## config.mk

```make
export PLATFORM = sky130hd
export DESIGN_NAME = sti_rx_flat
export DESIGN_NICKNAME = d
export VERILOG_FILES = /design/src/rtl/sti_pkg.sv /design/src/rtl/sti_rx_if.sv /design/src/rtl/sti_rx_byte_packer.sv /design/src/rtl/sti_rx.sv /design/src/flat_wrapper.sv
export SDC_FILE = /design/constraint.sdc
export NUM_CORES = 1
export LEC_CHECK = 0
export BUFFER_PORTS_ARGS = -buffer_cell sky130_fd_sc_hd__buf_4
export CAP_MARGIN = 20
export CORE_UTILIZATION = 60
export CTS_CLUSTER_SIZE = 30
export DETAILED_ROUTE_END_ITERATION = 10
export HOLD_SLACK_MARGIN = 0.1
export PLACE_DENSITY_LB_ADDON = 0.15
export SLEW_MARGIN = 10
export SYNTH_ARGS = -nofsm -noshare
export SYNTH_HDL_FRONTEND = slang
export SYNTH_SLANG_ARGS = --single-unit
export TNS_END_PERCENT = 100
```

## constraint.sdc

```tcl
create_clock -name clk -period 6.2 [get_ports clk]
set_input_delay 0.93 -clock clk [delete_from_list [all_inputs] [get_ports clk]]
set_output_delay 0.93 -clock clk [all_outputs]
set_load 0.03 [all_outputs]
```

## src/rtl/sti_pkg.sv

```systemverilog
// Shared types and constants for the STI serial link receiver.
package sti_pkg;

  localparam int STI_WORD_W = 32;
  localparam int STI_BYTE_W = 8;

  typedef enum logic [1:0] {
    STI_LEN_8  = 2'd0,
    STI_LEN_16 = 2'd1,
    STI_LEN_24 = 2'd2,
    STI_LEN_32 = 2'd3
  } sti_len_e;

  typedef enum logic {
    RX_IDLE  = 1'b0,
    RX_SHIFT = 1'b1
  } sti_rx_state_e;

  // Word length in bits for a length code: 8 * (code + 1).
  function automatic logic [5:0] sti_len_bits(input sti_len_e len);
    return {1'b0, len, 3'b000} + 6'd8;
  endfunction

endpackage

```

## src/rtl/sti_rx_if.sv

```systemverilog
// Serial input and parallel word output bundle of the STI receiver.
// Handshake: a bit transfers on every clock edge where si_valid=1; po_valid and po_err are single-cycle pulses with no backpressure.
interface sti_rx_if;
  import sti_pkg::*;

  logic                  si_data;
  logic                  si_valid;
  logic [STI_WORD_W-1:0] po_data;
  sti_len_e              po_len;
  logic                  po_valid;
  logic                  po_err;

  modport master (
    output si_data, si_valid,
    input  po_data, po_len, po_valid, po_err
  );

  modport slave (
    input  si_data, si_valid,
    output po_data, po_len, po_valid, po_err
  );

endinterface

```

## src/rtl/sti_rx_byte_packer.sv

```systemverilog
// Packs arriving serial bits MSB-first into bytes and writes them to an incrementing byte address.
module sti_rx_byte_packer
  import sti_pkg::*;
#(
  parameter int ADDR_W = 8
) (
  input  logic                  clk,
  input  logic                  reset,
  input  logic                  bit_valid,
  input  logic                  bit_data,
  input  logic                  byte_last,
  output logic [STI_BYTE_W-1:0] pix_data,
  output logic [ADDR_W-1:0]     pix_addr,
  output logic                  pix_wr
);

  // Stale bits left by an aborted word are shifted out before the next write,
  // since writes only happen on the 8th bit of a byte counted from word start.
  logic [STI_BYTE_W-2:0] sr_q;

  always_ff @(posedge clk or posedge reset) begin
    if (reset) begin
      sr_q     <= '0;
      pix_data <= '0;
      pix_addr <= '0;
      pix_wr   <= 1'b0;
    end else begin
      pix_wr <= 1'b0;
      if (pix_wr) begin
        pix_addr <= pix_addr + {{(ADDR_W-1){1'b0}}, 1'b1};
      end
      if (bit_valid) begin
        sr_q <= {sr_q[STI_BYTE_W-3:0], bit_data};
        if (byte_last) begin
          pix_data <= {sr_q, bit_data};
          pix_wr   <= 1'b1;
        end
      end
    end
  end

endmodule

```

## src/rtl/sti_rx.sv

```systemverilog
// STI serial-to-parallel receiver: 8/16/24/32-bit words, configurable bit order.
// Optional byte output path enabled by defining STI_RX_BYTE_OUT_EN.
module sti_rx
  import sti_pkg::*;
#(
  parameter int ADDR_W = 8
) (
  input  logic                  clk,
  input  logic                  reset,
  input  logic                  cfg_load,
  input  logic [1:0]            cfg_length,
  input  logic                  cfg_msb,
  sti_rx_if.slave               bus,
`ifdef STI_RX_BYTE_OUT_EN
  output logic [STI_BYTE_W-1:0] pix_data,
  output logic [ADDR_W-1:0]     pix_addr,
  output logic                  pix_wr,
`endif
  output sti_rx_state_e         state
);

  sti_rx_state_e         state_q, state_d;
  logic [4:0]            cnt_q, cnt_d;
  sti_len_e              len_q, len_d;
  logic                  msb_q, msb_d;
  logic [STI_WORD_W-1:0] acc_q, acc_d;
  logic [STI_WORD_W-1:0] po_data_d;
  sti_len_e              po_len_d;
  logic                  po_valid_d, po_err_d;
  logic [5:0]            n_bits;
  logic [4:0]            pos;

  assign state = state_q;

  always_ff @(posedge clk or posedge reset) begin
    if (reset) begin
      state_q      <= RX_IDLE;
      cnt_q        <= '0;
      len_q        <= STI_LEN_8;
      msb_q        <= 1'b1;
      acc_q        <= '0;
      bus.po_data  <= '0;
      bus.po_len   <= STI_LEN_8;
      bus.po_valid <= 1'b0;
      bus.po_err   <= 1'b0;
    end else begin
      state_q      <= state_d;
      cnt_q        <= cnt_d;
      len_q        <= len_d;
      msb_q        <= msb_d;
      acc_q        <= acc_d;
      bus.po_data  <= po_data_d;
      bus.po_len   <= po_len_d;
      bus.po_valid <= po_valid_d;
      bus.po_err   <= po_err_d;
    end
  end

  always_comb begin
    state_d    = state_q;
    cnt_d      = cnt_q;
    len_d      = len_q;
    msb_d      = msb_q;
    acc_d      = acc_q;
    po_data_d  = bus.po_data;
    po_len_d   = bus.po_len;
    po_valid_d = 1'b0;
    po_err_d   = 1'b0;

    // A load in IDLE takes effect for a word whose first bit arrives on the same edge.
    if (state_q == RX_IDLE && cfg_load) begin
      len_d = sti_len_e'(cfg_length);
      msb_d = cfg_msb;
    end
    n_bits = sti_len_bits(len_d);
    pos    = msb_d ? 5'(n_bits - 6'd1 - {1'b0, cnt_q}) : cnt_q;

    case (state_q)
      RX_IDLE: begin
        if (bus.si_valid) begin
          acc_d      = '0;
          acc_d[pos] = bus.si_data;
          cnt_d      = 5'd1;
          state_d    = RX_SHIFT;
        end
      end
      RX_SHIFT: begin
        if (bus.si_valid) begin
          acc_d[pos] = bus.si_data;
          if ({1'b0, cnt_q} == n_bits - 6'd1) begin
            po_data_d  = acc_d;
            po_len_d   = len_q;
            po_valid_d = 1'b1;
            cnt_d      = '0;
            state_d    = RX_IDLE;
          end else begin
            cnt_d = cnt_q + 5'd1;
          end
        end else begin
          acc_d    = '0;
          cnt_d    = '0;
          po_err_d = 1'b1;
          state_d  = RX_IDLE;
        end
      end
      default: state_d = RX_IDLE;
    endcase
  end

`ifdef STI_RX_BYTE_OUT_EN
  sti_rx_byte_packer #(.ADDR_W(ADDR_W)) u_packer (
    .clk       (clk),
    .reset     (reset),
    .bit_valid (bus.si_valid),
    .bit_data  (bus.si_data),
    .byte_last (cnt_q[2:0] == 3'd7),
    .pix_data  (pix_data),
    .pix_addr  (pix_addr),
    .pix_wr    (pix_wr)
  );
`endif

endmodule

```

## src/flat_wrapper.sv

```systemverilog
// flat-port wrapper written by rule: the top's interface ports become plain ports
module sti_rx_flat import sti_pkg::*;
#(
  parameter int ADDR_W = 8
)
  (clk, reset, cfg_load, cfg_length, cfg_msb, state, bus_si_data, bus_si_valid, bus_po_data, bus_po_len, bus_po_valid, bus_po_err);
  sti_rx_if bus_i ();
  input  logic clk;
  input  logic reset;
  input  logic cfg_load;
  input  logic [1:0] cfg_length;
  input  logic cfg_msb;
  output sti_rx_state_e state;
  input wire logic [$bits(bus_i.si_data)-1:0] bus_si_data;
  input wire logic [$bits(bus_i.si_valid)-1:0] bus_si_valid;
  output wire logic [$bits(bus_i.po_data)-1:0] bus_po_data;
  output wire logic [$bits(bus_i.po_len)-1:0] bus_po_len;
  output wire logic [$bits(bus_i.po_valid)-1:0] bus_po_valid;
  output wire logic [$bits(bus_i.po_err)-1:0] bus_po_err;
  assign bus_i.si_data = bus_si_data;
  assign bus_i.si_valid = bus_si_valid;
  assign bus_po_data = bus_i.po_data;
  assign bus_po_len = bus_i.po_len;
  assign bus_po_valid = bus_i.po_valid;
  assign bus_po_err = bus_i.po_err;
  sti_rx #(.ADDR_W(ADDR_W)) u_core (.clk(clk), .reset(reset), .cfg_load(cfg_load), .cfg_length(cfg_length), .cfg_msb(cfg_msb), .bus(bus_i), .state(state));
endmodule
```

Yosys cells after proc, flatten, opt, wreduce, memory -nomap -nowiden:

Index checks and enable logic that the tools add are counted.

* flip-flop bits (word level): 77
* output and inout port bits: 37
* word-level logic and storage cells: 44

* add/sub/neg operators: 4
* order comparisons: 2
* equal/unequal tests: 2
* mux-type cells: 22
* bitwise gates (word level): 2
* reductions and logical operators: 3

Operators by type and width (count)
* 32-bit 2-to-1 mux: 2
* 32-bit one-hot mux with 2 select lines: 1
* 32-bit bitwise AND: 1
* 32-bit bitwise mux: 1
* 5-bit 2-to-1 mux: 4
* 1-bit 2-to-1 mux: 10
* 5-bit one-hot mux with 2 select lines: 1
* 5-bit by 4-bit adder with 6-bit output, second input constant: 1
* 5-bit by 6-bit == test with 1-bit output: 1
* 5-bit by 6-bit < comparator with 1-bit output, second input constant: 1
* 6-bit by 1-bit subtractor with 6-bit output, second input constant: 1
* 5-bit by 1-bit adder with 5-bit output, second input constant: 1
* 1-bit demux with 5-bit select: 1
* 5-bit by 1-bit greater-or-equal comparator with 1-bit output, second input constant: 1
* 5-bit subtractor: 1
* 3-bit AND reduction: 1
* 1-bit logical AND: 2
* 2-bit 2-to-1 mux: 1
* 2-bit inequality test, second input constant: 1
* 1-bit one-hot mux with 2 select lines: 1
* 1-bit NOT: 1

Longest topological paths before layout:

* word-level depth: 14
* gate-level depth with buffers: 14
* depth with buffers taken out: 10

Least setup slack after synthesis:

No wires, ideal clock.

* path type: input-to-reg
* start: input cfg_load
* end: register u_core.bus.po_data[22]
* data arrival time: 2.953 ns
* data required time: 6.118 ns
* setup slack: 3.165 ns
* stages on the path: 12
* path buffers: 2
* cell sequence: nor2b_4 > nand2_1 > nand2_1 > ha_1 > buf_2 > nor2_1 > xnor2_1 > xor2_1 > a31oi_1 > buf_2 > or3b_1 > a31oi_1

* word-level cells in the longest chain between the ends: 11
* elaborated cells on any way between the ends: 15
* those cells by class: add/sub: 3; order compare: 2; eq/ne: 1; mux: 6; reduce/logical: 3

Ends and longest elaborated chain
* start: declaration: RTL line flat_wrapper.sv:10 `input logic cfg_load;`
* 1-bit logical AND *: RTL line sti_rx.sv:71 `if (state_q == RX_IDLE && cfg_load) begin`
* 2-bit 2-to-1 mux *: RTL line sti_rx.sv:71
* named net u_core.len_d[0]: RTL line sti_rx.sv:24 `sti_len_e len_q, len_d;`
* 5-bit by 4-bit adder with 6-bit output *: RTL line sti_pkg.sv:21 `return {1'b0, len, 3'b000} + 6'd8;`
* 6-bit by 1-bit subtractor with 6-bit output *: RTL line sti_rx.sv:76 `pos = msb_d ? 5'(n_bits - 6'd1 - {1'b0, cnt_q}) : cnt_q;`
* 5-bit subtractor: RTL line sti_rx.sv:76
* 5-bit 2-to-1 mux: RTL line sti_rx.sv:76
* 5-bit by 6-bit < comparator with 1-bit output (implied by the code) or 5-bit by 1-bit greater-or-equal comparator with 1-bit output (tied branches): RTL line sti_rx.sv:89 `acc_d[pos] = bus.si_data;`
* 1-bit logical AND (implied by the code): RTL line sti_rx.sv:89
* 1-bit 2-to-1 mux (implied by the code): RTL line sti_rx.sv:89
* 1-bit demux with 5-bit select
* 32-bit bitwise mux: RTL line sti_rx.sv:89
* end signal: assignment: RTL line sti_rx.sv:52 `bus.po_data <= po_data_d;`
* end: declaration: RTL line sti_rx_if.sv:20 `output po_data, po_len, po_valid, po_err`

Mark *: on every way through the listed nets, which the timed path passes. The rest lies on a longest branch.
A chain may end at the register's enable or synchronous reset.

Final worst setup path:

Same ends and word-level chain as after synthesis.

==> run_results.csv <==
group,metric,value,unit
route,dr.first_iter.drc_count,224,
power_and_ir_drop,power_density,254,nW/um^2
sta,setup-violations-final,0,
placed_design,post_dp_area,4180,um^2
cts,insertion_delay,350,ps
global_route,grt_remaining_overflow,0,
sta,final_max_slew_viol_count,0,
die,floorplan.initialDensity,0.640,
cts,total_clock_buffers_created_by_cts,9,
global_route,first_global_vias,2717,
finish,multi_input_comb_area,1760,um^2
synthesis,postSynth.asyncResetShare,1.00,
power_and_ir_drop,leakage_power_figure,1.91,nW
setup_path,crit_path_max_fanout,32,
global_route,grt_first_pass_wirelength,13700,um
setup_path,timing_worst_setup_path_type,"in2reg",
finish,seqCellArea,1930,um^2
cts,ctsLongestPathBuffers,2,
synthesis,synth_cell_types,52,
placed_design,placed_cells_incl_taps,463,
route,remaining_drc_errors,0,
sta,max_slew_margin,0.286,
placed_design,detailed_place_hpwl,5440,um
setup_path,rr_worst_depth,10,
run,cap_viol_max_count,0,
setup_path,crit-reg2reg-launch,"u_core.state",
setup_path,r2r_slack,3040,ps
sta,layout_setup_ws,2910,ps
sta,hold-worst-slack,491,ps
power_and_ir_drop,post-layout-total-power,1.12,mW
synthesis,netlist_area,3880,um^2
synthesis,postSynthNetCount,384,
finish,nets_finish,409,
route,avg_vias_per_cell,6.42,
synthesis,synth-compound-area-share,0.227,
cts,cts_post_setup_buffers_inserted,0,
synthesis,synthMuxAreaShare,0.0548,
finish,postLayoutCoreUtil,0.726,
setup_path,worst_ep_required_time,6470,ps
placed_design,numPortBuffers,44,
die,design.die.area,6790,um^2
synthesis,synth_top_family_by_area,"compound AO/OA/AOI/OAI gates",
setup_path,setup.worst_path.end_class,"flip-flop",
route,drt-wirelength-per-cell,18.0,um
synthesis,synth_xor_area_frac,0.00677,
synthesis,postSynthCellCount,374,
synthesis,synth-simple-area-share,0.153,
placed_design,routabilityCongestion,0.924,
min_path,hp-start,"u_core.bus.po_data[24]",
finish,area_growth,13.4,%
cts,htree_levels,3,
synthesis,number_of_synthesized_flops_with_an_enable_pin,0,
route,detailedRoute.firstPassIterationCount,5,
sta,final_min_period_over_clock_period,0.531,
route,detail-route-antenna-nets,0,
cts,ctsResizeCount,0,
setup_path,worstReg2RegEnd,"u_core.bus.po_data[22]",
cts,clk_root_buffer_cell,"sky130_fd_sc_hd__clkbuf_8",
power_and_ir_drop,vdd.ir_drop.worst,0.190,mV
synthesis,yosys_register_bits,77,
global_route,initial_antenna_violation_count,0,
finish,final_layout_size_suffix_gt1_frac,0.228,
route,finalWirelength,8590,um
status,outcome,"finished, final reports clean",
cts,clock-sinks,77,
finish,fin_area,4400,um^2
sta,grt_setup_unrepaired,"no",
min_path,min_path_type,"reg2reg",
synthesis,ys_dominant_reg_cell,"sky130_fd_sc_hd__dfrtp_1",
min_path,worstHoldEndpoint,"u_core.bus.po_data[24]",
sta,clock.fmax,304,MHz
cts,path_clk_slew,80,ps
sta,fin_crit,3290,ps
die,io_pins,45,
global_route,grt_start_max_net_pins,78,
global_route,globalRouteTotalUtil,0.278,
synthesis,yosys_warnings,0,
synthesis,synth_fa_ha_area_frac,0.00645,
setup_path,cp.arrival,3560,ps
sta,timing.setup.tns,0,ps
cts,hold_fix_buffers_at_cts,0,
die,num_rows,28,
sta,skew,11.3,ps
die,coreArea,6060,um^2
die,fp.dieW,82.4,um
min_path,hold_path_depth,1,
sta,timing_worst_slew_pin_value,1070,ps
sta,final_hold_viol_count,0,
cts,clock_tree_from_tritoncts,"done",
synthesis,synth_seq_area_share,0.497,
finish,num-fill-cells,451,
finish,finalNonFillerCells,478,
finish,diodes,0,
placed_design,dp_slack,2370,ps
die,die_y,82.4,um
setup_path,timing.critical_path.from_type,"input pin",
synthesis,post_syn_area_per_cell,10.4,um^2
route,detailroute.via_count,3070,
==> worst max-delay path by stage <==
stage                  start                     end  slack, ps  cells after the start
finish              cfg_load  u_core.bus.po_data[22]       2910                     11
global route        cfg_load   u_core.bus.po_data[9]       2680                      9
CTS                 cfg_load  u_core.bus.po_data[22]       2730                     11
detailed placement  cfg_load  u_core.bus.po_data[21]       2370                     11
global placement    cfg_load  u_core.bus.po_data[23]       2530                     11
floorplan           cfg_load  u_core.bus.po_data[22]       3170                     12
==> layout by cell type (no fill, tap or decap), drive strengths merged, types with 2 or more instances in the layout <==
cell type,synthesis,layout
dfrtp,76,76
buf,13,48
nor2,26,26
o31ai,25,25
o21ai,25,25
a31oi,24,24
o211ai,22,22
or3b,21,21
mux2,17,17
nand2,14,14
inv,13,13
clkbuf,21,12
nand2b,11,11
a211oi,10,10
o22ai,8,8
a21oi,5,5
nor2b,5,5
nand3,4,4
a22oi,3,3
nor3,3,3
or2,3,3
and3b,2,2
xnor2,2,2
and3,2,2
and2,2,2
o311ai,2,2
ha,2,2
nor4,2,2
clkinv,0,2
==> critical path, stage by stage <==
cell and delay, ps:
sky130_fd_sc_hd__buf_4 130, sky130_fd_sc_hd__nor2b_4 130, sky130_fd_sc_hd__nand2_1 80, sky130_fd_sc_hd__nand2_1 60, sky130_fd_sc_hd__ha_1 450, sky130_fd_sc_hd__nor2_1 90, sky130_fd_sc_hd__xnor2_1 260, sky130_fd_sc_hd__xor2_1 390
sky130_fd_sc_hd__a31oi_4 350, sky130_fd_sc_hd__or3b_1 490, sky130_fd_sc_hd__a31oi_1 200
==> cell usage after synthesis, types with 2 or more instances <==
cell	number	area [um^2]
sky130_fd_sc_hd__nor2b_1	4	25.0
sky130_fd_sc_hd__nand2b_1	10	62.6
sky130_fd_sc_hd__and2_1	2	12.5
sky130_fd_sc_hd__clkbuf_1	21	78.8
sky130_fd_sc_hd__o21ai_0	10	50.1
sky130_fd_sc_hd__nor3_1	3	15.0
sky130_fd_sc_hd__nand3_1	4	20.0
sky130_fd_sc_hd__o211ai_1	22	165
sky130_fd_sc_hd__nor2_1	26	97.6
sky130_fd_sc_hd__mux2_2	13	146
sky130_fd_sc_hd__a211oi_1	8	60.1
sky130_fd_sc_hd__inv_1	12	45.0
sky130_fd_sc_hd__o311ai_1	2	17.5
sky130_fd_sc_hd__a22oi_1	3	22.5
sky130_fd_sc_hd__or3b_1	20	175
sky130_fd_sc_hd__dfrtp_1	76	1900
sky130_fd_sc_hd__buf_6	2	22.5
sky130_fd_sc_hd__mux2_4	2	30.0
sky130_fd_sc_hd__a31oi_1	24	150
sky130_fd_sc_hd__xnor2_1	2	17.5
sky130_fd_sc_hd__or2_1	2	12.5
sky130_fd_sc_hd__a211oi_2	2	25.0
sky130_fd_sc_hd__o21ai_1	15	75.1
sky130_fd_sc_hd__and3b_1	2	17.5
sky130_fd_sc_hd__o22ai_1	8	50.1
sky130_fd_sc_hd__ha_1	2	25.0
sky130_fd_sc_hd__o31ai_1	25	188
sky130_fd_sc_hd__a21oi_1	4	20.0
sky130_fd_sc_hd__buf_4	3	22.5
sky130_fd_sc_hd__buf_2	8	40.0
sky130_fd_sc_hd__nand2_1	14	52.6
sky130_fd_sc_hd__and3_1	2	12.5
sky130_fd_sc_hd__mux2_1	2	22.5
==> area by class of cell <==
type | instances | share of cell area
Clock buffer | 12 | 0.0375
Clock inverter | 3 | 0.00995
Inverter | 13 | 0.0111
Multi-Input combinational cell | 250 | 0.400
Sequential cell | 77 | 0.438
Tap cell | 75 | 0.0213
Timing Repair Buffer | 48 | 0.0819
==> flip-flops by register name, indices dropped and copies added, names as in the netlist <==
| signal | cells |
|---|---|
| u_core.acc_q | 32 |
| u_core.bus.po_data | 32 |
| u_core.cnt_q | 5 |
| u_core.bus.po_len | 2 |
| u_core.len_q | 2 |
| u_core.bus.po_err | 1 |
| u_core.bus.po_valid | 1 |
| u_core.msb_q | 1 |
| u_core.state | 1 |
==> report_power, final <==
| group | switching (mW) | internal, mW | leakage (nW) |
|---|---|---|---|
| logic | 0.128 | 0.0566 | 0.747 |
| registers | 0.0188 | 0.519 | 1.06 |
| clock network | 0.179 | 0.217 | 0.108 |
| total | 0.326 | 0.792 | 1.91 |
==> per-layer routing <==
metal  global-route usage  wire [um]  vias to the layer above
met5                    0          0                        -
met2                0.412       3910                      118
li1                     -          -                     1435
met3               0.0648        581                       11
met1                0.407       4000                     1506
met4               0.0772         98                        0
==> logic make-up (layout without fill, tap and decap cells) <==
family | count (synthesis) | in the layout
xor gates and xnor gates | 3 | 3
muxes | 18 | 18
DFF | 77 | 77
AOI/OAI and AO/OA | 129 | 129
and+or+nand+nor | 98 | 98
buffers and inverters | 47 | 76
adders and majority gates | 2 | 2
Power figures use the tool's default switching activity.
